[config.mk]
export PLATFORM = sky130hd
export DESIGN_NAME = serial_word_loader_flat
export DESIGN_NICKNAME = d
export VERILOG_FILES = /design/src/rtl/serial_word_loader_if.sv /design/src/rtl/serial_word_loader.sv /design/src/flat_wrapper.sv
export SDC_FILE = /design/constraint.sdc
export NUM_CORES = 1
export LEC_CHECK = 0
export BUFFER_PORTS_ARGS = -buffer_cell sky130_fd_sc_hd__buf_2
export CAP_MARGIN = 20
export CORE_MARGIN = 2
export CORE_UTILIZATION = 60
export DETAILED_ROUTE_END_ITERATION = 7
export PLACE_DENSITY = 0.89
export SYNTH_ARGS = -nofsm -noshare
export SYNTH_HDL_FRONTEND = slang
export SYNTH_SLANG_ARGS = --single-unit
[constraint.sdc]
create_clock -name clk -period 6.6 [get_ports clk]
set_input_delay 0.33 -clock clk [delete_from_list [all_inputs] [get_ports clk]]
set_output_delay 0.33 -clock clk [all_outputs]
set_load 0.01 [all_outputs]
[src/rtl/serial_word_loader_if.sv]
// rtl/serial_word_loader_if.sv - serial bit handshake between a bit source and the loader
// Signals:
//   bit_in    : serial data bit, MSB of the word first
//   bit_valid : bit_in is valid this cycle (driven by the source)
//   bit_ready : loader accepts a bit this cycle (driven by the loader)
// Modports: master = bit source, slave = serial_word_loader.
interface serial_word_loader_if;
    logic bit_in;
    logic bit_valid;
    logic bit_ready;

    modport master (
        output bit_in,
        output bit_valid,
        input  bit_ready
    );

    modport slave (
        input  bit_in,
        input  bit_valid,
        output bit_ready
    );
endinterface

[src/rtl/serial_word_loader.sv]
// rtl/serial_word_loader.sv - bit-serial MSB-first word assembler feeding a parallel-load register
// Ports:
//   clk         : rising-edge clock
//   rst         : asynchronous active-low reset
//   sif         : serial bit handshake (slave side): bit_in, bit_valid, bit_ready
//   d_out       : last good word, drives the register D input
//   load        : one-cycle strobe, drives the register load input
//   busy        : a word is in progress (SHIFT, PAR or LOAD)
//   par_err     : one-cycle pulse after a parity mismatch aborts a word
//   timeout_err : one-cycle pulse after an inter-bit timeout aborts a word
module serial_word_loader #(
    parameter int WIDTH     = 16,
    parameter int PARITY_EN = 1,
    parameter int TIMEOUT   = 64
) (
    input  logic                 clk,
    input  logic                 rst,
    serial_word_loader_if.slave  sif,
    output logic [WIDTH-1:0]     d_out,
    output logic                 load,
    output logic                 busy,
    output logic                 par_err,
    output logic                 timeout_err
);

    localparam int CW = $clog2(WIDTH + 1);
    localparam logic [CW-1:0] LAST_BIT  = CW'(WIDTH - 1);
    // Gap value seen during the TIMEOUT-th consecutive idle cycle.
    localparam logic [15:0]   GAP_LIMIT = (TIMEOUT == 0) ? 16'd0 : 16'(TIMEOUT - 1);
    localparam bit            TO_EN     = (TIMEOUT != 0);

    typedef enum logic [1:0] {
        IDLE  = 2'd0,
        SHIFT = 2'd1,
        PAR   = 2'd2,
        LOAD  = 2'd3
    } state_t;

    state_t           state;
    logic [WIDTH-1:0] shreg;
    logic [CW-1:0]    count;
    logic [15:0]      gap;
    logic             ready_q;

    logic             accept;
    logic             gap_expired;
    logic [WIDTH-1:0] shreg_nxt;

    // ready_q is registered and low only in LOAD, so accept never depends
    // combinationally on an output of this block.
    assign accept      = sif.bit_valid && ready_q;
    assign shreg_nxt   = {shreg[WIDTH-2:0], sif.bit_in};
    assign gap_expired = TO_EN && (gap == GAP_LIMIT);
    assign sif.bit_ready = ready_q;

    always_ff @(posedge clk or negedge rst) begin
        if (!rst) begin
            state       <= IDLE;
            shreg       <= '0;
            count       <= '0;
            gap         <= '0;
            d_out       <= '0;
            load        <= 1'b0;
            busy        <= 1'b0;
            par_err     <= 1'b0;
            timeout_err <= 1'b0;
            ready_q     <= 1'b1;
        end else begin
            // Pulses last one cycle unless re-asserted below.
            load        <= 1'b0;
            par_err     <= 1'b0;
            timeout_err <= 1'b0;
            ready_q     <= 1'b1;

            case (state)
                IDLE: begin
                    gap <= '0;
                    if (accept) begin
                        shreg <= shreg_nxt;
                        count <= CW'(1);
                        state <= SHIFT;
                        busy  <= 1'b1;
                    end
                end

                SHIFT, PAR: begin
                    if (accept) begin
                        gap <= '0;
                        if (state == SHIFT) begin
                            shreg <= shreg_nxt;
                            count <= count + CW'(1);
                            if (count == LAST_BIT) begin
                                if (PARITY_EN != 0) begin
                                    state <= PAR;
                                end else begin
                                    state   <= LOAD;
                                    d_out   <= shreg_nxt;
                                    load    <= 1'b1;
                                    ready_q <= 1'b0;
                                end
                            end
                        end else if ((^shreg ^ sif.bit_in) == 1'b0) begin
                            // Even parity over data plus parity bit holds.
                            state   <= LOAD;
                            d_out   <= shreg;
                            load    <= 1'b1;
                            ready_q <= 1'b0;
                        end else begin
                            state   <= IDLE;
                            busy    <= 1'b0;
                            count   <= '0;
                            par_err <= 1'b1;
                        end
                    end else if (gap_expired) begin
                        state       <= IDLE;
                        busy        <= 1'b0;
                        count       <= '0;
                        gap         <= '0;
                        timeout_err <= 1'b1;
                    end else begin
                        gap <= gap + 16'd1;
                    end
                end

                default: begin
                    // LOAD: the register captures d_out at this edge.
                    state <= IDLE;
                    busy  <= 1'b0;
                    count <= '0;
                    gap   <= '0;
                end
            endcase
        end
    end

endmodule
[src/flat_wrapper.sv]
// flat-port wrapper written by rule: the top's interface ports become plain ports
module serial_word_loader_flat 
#(
    parameter int WIDTH     = 16,
    parameter int PARITY_EN = 1,
    parameter int TIMEOUT   = 64
)
  (clk, rst, d_out, load, busy, par_err, timeout_err, sif_bit_in, sif_bit_valid, sif_bit_ready);
  serial_word_loader_if sif_i ();
  input  logic clk;
  input  logic rst;
  output logic [WIDTH-1:0] d_out;
  output logic load;
  output logic busy;
  output logic par_err;
  output logic timeout_err;
  input wire logic [$bits(sif_i.bit_in)-1:0] sif_bit_in;
  input wire logic [$bits(sif_i.bit_valid)-1:0] sif_bit_valid;
  output wire logic [$bits(sif_i.bit_ready)-1:0] sif_bit_ready;
  assign sif_i.bit_in = sif_bit_in;
  assign sif_i.bit_valid = sif_bit_valid;
  assign sif_bit_ready = sif_i.bit_ready;
  serial_word_loader #(.WIDTH(WIDTH), .PARITY_EN(PARITY_EN), .TIMEOUT(TIMEOUT)) u_core (.clk(clk), .rst(rst), .sif(sif_i), .d_out(d_out), .load(load), .busy(busy), .par_err(par_err), .timeout_err(timeout_err));
endmodule
After elaboration in Yosys (flattened, before gate mapping)

Index checks and enable logic that the tools add are counted.

Input bits: 4
Output and inout bits: 21
Logic and storage cells: 77
Register bits after elaboration: 60

Bitwise operators: 3
Reduce and logical (&&, ||, !) cells: 10
Add/subtract/negate cells: 2
Equal/unequal tests: 12
Muxes and demuxes: 40

Operator list:

| kind                  | number |
|---|---|
| $mux 16               | 6 |
| $pmux 16 s2           | 1 |
| $mux 5                | 5 |
| $mux 1                | 19 |
| $add 16x1->16 const B | 1 |
| $eq 16x6->1 const B   | 1 |
| $reduce_xor 16->1     | 1 |
| $mux 2                | 6 |
| $reduce_and 4->1      | 3 |
| $pmux 5 s2            | 1 |
| $ne 4x4->1 const B    | 2 |
| $ne 2x1->1 const B    | 3 |
| $ne 3x3->1 const B    | 2 |
| $reduce_and 3->1      | 2 |
| $add 5x1->5 const B   | 1 |
| $eq 5x4->1 const B    | 1 |
| $pmux 2 s2            | 1 |
| $ne 3x1->1 const B    | 1 |
| $eq 2x1->1 const B    | 1 |
| $eq 2x2->1 const B    | 1 |
| $logic_not 2->1       | 1 |
| $not 1->1             | 2 |
| $pmux 1 s2            | 1 |
| $reduce_bool 2->1     | 1 |
| 3 further kinds       | 3 |

Depth between registers and ports, before layout

Word-level depth: 6
Gate-level depth with buffers: 8
Gate-level depth less buffers: 7

Worst setup path before layout

OpenSTA, ideal clock, no wires.

Kind: reg-to-reg
From: register u_core.shreg[13]
To: register u_core.d_out[0]
Clock period less this slack: 2106 ps
Slack: 4494 ps
Required time: 6475 ps
Data arrival time: 1981 ps
Buffers on the path: 1
Stages on the path, launching flop included: 7
Setup time: 125 ps
Cells stage by stage: dfrtp_1 > xnor2_1 > xnor2_2 > xnor3_2 > mux2i_2 > buf_6 > mux2_4

Cells in the longest elaborated chain, start to end: 4

Ends and longest elaborated chain:

| element                    | RTL line                  | source |
|---|---|---|
| start: declaration         | serial_word_loader.sv:40  | `logic [WIDTH-1:0] shreg;` |
| start signal: assignment   | serial_word_loader.sv:79  | `shreg <= shreg_nxt;` |
| start signal: assignment   | serial_word_loader.sv:90  | `shreg <= shreg_nxt;` |
| $reduce_xor 16->1          | serial_word_loader.sv:102 | `end else if ((^shreg ^ sif.bit_in) == 1'b0) begin` |
| $xor 1x1->1                | serial_word_loader.sv:102 |  |
| $not 1->1 (no line)        | -                         |  |
| $reduce_and 4->1 (no line) | -                         |  |
| end signal: assignment     | serial_word_loader.sv:97  | `d_out <= shreg_nxt;` |
| end signal: assignment     | serial_word_loader.sv:105 | `d_out <= shreg;` |
| end: declaration           | serial_word_loader.sv:19  | `output logic [WIDTH-1:0] d_out,` |

Every way passes these cells.
A chain may end at the register's enable or synchronous reset.

Final worst setup path

From: register u_core.shreg[0]
To: register u_core.d_out[12]

The elaborated chain is that of the path after synthesis.

==> results.ini <==
[floorplanning]
ios=25
die_area_um2=5510
fp-row-count=25
die_w_um=74.2
die_h_um=74.2
core_area_um2=4750
initial_utilization=0.622

[yosys]
yosysWarnings=0
syn-cell-area_um2=2960
ys_types=45
synth_common_cells=dfrtp_1 (59), nor2_1 (21), mux2_2 (19)
synth_area_leaders=dfrtp_1 (50%), mux2_2 (7.2%), mux2_4 (6.1%)
async_flop_share=1.00
synth_seq_area_share=0.508
synth-edff-count=0
synth_cells=241
avgSynthCellArea_um2=12.3
netlist.area_leader.share=0.499
yosysMostFrequentCell=dfrtp_1
ys_ff_latch=60
synth_top_area_cell=dfrtp_1
synthFlopType=dfrtp_1
synth_nets=252

[layout]
final_util=0.709
nets=284
regArea_um2=1500
fillers=348
area_growth_syn_to_layout_pct=14.0
layout.cells.non_filler=345
drive_gt1_frac=0.291
multi_input_area_um2=1380
diodes=0

[timing]
timing.fmax_mhz=420
finalSetupViolCount=0
worst_pin_slew_ns=0.733
setup_tns_ns=0
final.period_utilization=0.361
hold_ws_ns=0.122
final.setup_skew_ns=0.00946
drv_slew=0
hold_viol=0
grt_setup_unrepaired=no
fin_crit_ns=2.38
worst_slew_margin_rel=0.511

[critical_path]
reg2reg_from=u_core.shreg[0]
worstSetupStartpointType=flop
crit_arrival_ns=2.61
critPathKind=reg2reg
r2r_slack_ns=4.22
slowest_stage=xnor3_2
slowest_delay_ns=0.53
r2r-end=u_core.d_out[12]
rr_worst_depth=6
worstPathRequired_ns=6.83
end_kind=flop
path_max_fanout=20
crit_family=XOR/XNOR gates
crit_chain=xor2_1 > xnor2_1 > xnor3_2 > mux2i_2 > buf_4 > mux2_1
crit_buf_inv=1

[clock_tree]
cts-resized-gates=0
cts_buffers=9
cts_tree=built
clock_sinks=60
cts_root_buffer=clkbuf_8
clk_pin_slew_ns=0.07
ctsHoldBuffers=0
clock_latency_ns=0.34
cts_buffer_depth=2
htreeDepth=3
postCtsSetupRepairBufs=0

[pwr]
switching_share=0.376
power.net_switching_mw=0.816
total_power_mw=2.17
cellPowerDensity_nw_per_um2=645
internal_power_mw=1.36
seqPwrFrac=0.287
vdd_drop_max_mv=0.323
p_clk_frac=0.172
power_frac_comb=0.541
leakage_nw=1.55

[grt]
grt_max_degree=61
antenna_found_initial=0
grt_pass1_wl_um=8870
grt_pass1_vias=1953
overflow=0
track_usage=0.219

[routing]
antenna_left=0
viasPerCell=5.68
drc=0
vias=1960
routed_wl_um=5470
wl_per_cell_um=15.8
drt_iter0_markers=86
dr.pass1.iters=4

[min_path]
hold_class=in2async

[outcome]
status=completed

[placed_design]
dp_hpwl_um=3630
io_buffers=24
dp.cells=329
place_congestion=0.832

[run]
maxCapViolations=0

area by class of cell:
class	instances	area share
inverters	10	0.0111
flip-flops and latches	60	0.446
well taps	67	0.0249
clock inverters	5	0.0249
clock buffers	11	0.0419
repair buffers	27	0.0423
multi-input cells	165	0.409
cell families after synthesis:
logic type / count (synthesis) / share of synthesized area
and+or+nand+nor: 69 / 0.115
DFF: 60 / 0.508
muxes: 39 / 0.163
xor gates and xnor gates: 29 / 0.103
AOI/OAI and AO/OA: 21 / 0.0558
buffers and inverters: 16 / 0.0258
adders and majority gates: 7 / 0.0296
worst max path at each step:
stage / start / endpoint / slack (ns) / cells past startpoint
6_report: u_core.shreg[0] / u_core.d_out[12] / 4.22 / 6
5_1_grt: u_core.shreg[0] / u_core.d_out[12] / 4.09 / 6
3_5_place_dp: u_core.shreg[8] / u_core.d_out[12] / 4.24 / 6
3_3_place_gp: u_core.shreg[11] / u_core.d_out[11] / 4.29 / 6
4_1_cts: u_core.shreg[0] / u_core.d_out[12] / 4.20 / 6
2_1_floorplan: u_core.shreg[13] / u_core.d_out[0] / 4.49 / 6
power groups by stage:
stage	combinational (mW)	clock (mW)	sequential (mW)
4_1_cts	1.17	0.380	0.624
6_report	1.18	0.374	0.624
2_1_floorplan	0.943	0	0.627
3_5_place_dp	1.16	0	0.629
5_1_grt	1.25	0.397	0.643
3_3_place_gp	1.13	0	0.621
flip-flops by register name, indices dropped and copies added (netlist names):
name and cells:
u_core.d_out 16, u_core.gap 16, u_core.shreg 16, u_core.count 5
u_core.state 2, u_core.busy 1, u_core.load 1, u_core.par_err 1
u_core.sif.bit_ready 1, u_core.timeout_err 1
cell usage in the layout, fill, tap and decap left out, types with 2 or more instances in the layout:
cell type	synthesis	layout
bufinv_16	0	2
a31oi_1	2	2
buf_4	0	3
mux2_1	4	4
clkinvlp_4	0	2
o21a_1	2	2
nor3_1	5	5
mux2i_1	3	3
mux2_4	12	12
dfrtp_1	59	59
a21oi_1	2	2
o2111ai_1	2	2
xor2_1	11	11
or3_1	2	2
and2_1	3	3
o31a_1	2	2
and3_1	4	4
clkbuf_8	0	10
a41oi_1	2	2
inv_1	9	9
nand4_1	3	3
mux2_2	19	19
nand2_1	8	8
xnor2_1	14	14
o21ai_0	3	3
nand3_1	16	16
nor4_1	3	3
nor2_1	21	21
ha_1	7	7
buf_2	1	24
routing by layer:
layer	vias to the layer above	GRT usage	wire length, um
li1	916	-	-
met1	976	0.265	2430
met2	57	0.355	2660
met3	11	0.0596	267
met4	0	0.123	113
met5	-	0	0
worst register-to-register path, cell delays in order (launching register included):
cell,delay (ns)
dfrtp_1,0.42
xor2_1,0.22
xnor2_1,0.16
xnor3_2,0.53
mux2i_2,0.24
buf_4,0.34
mux2_1,0.37
per-stage QoR:
| stage | instance area (um2) | setup WS [ns] |
|---|---|---|
| after detailed placement | 3150 | 4.24 |
| after global routing | 3370 | 4.09 |
| after CTS | 3370 | 4.20 |
| after floorplan | 2960 | 4.49 |
| after global placement | 3150 | 4.29 |
| final | 3370 | 4.22 |
Note: power is estimated with default switching activity, not from simulation.
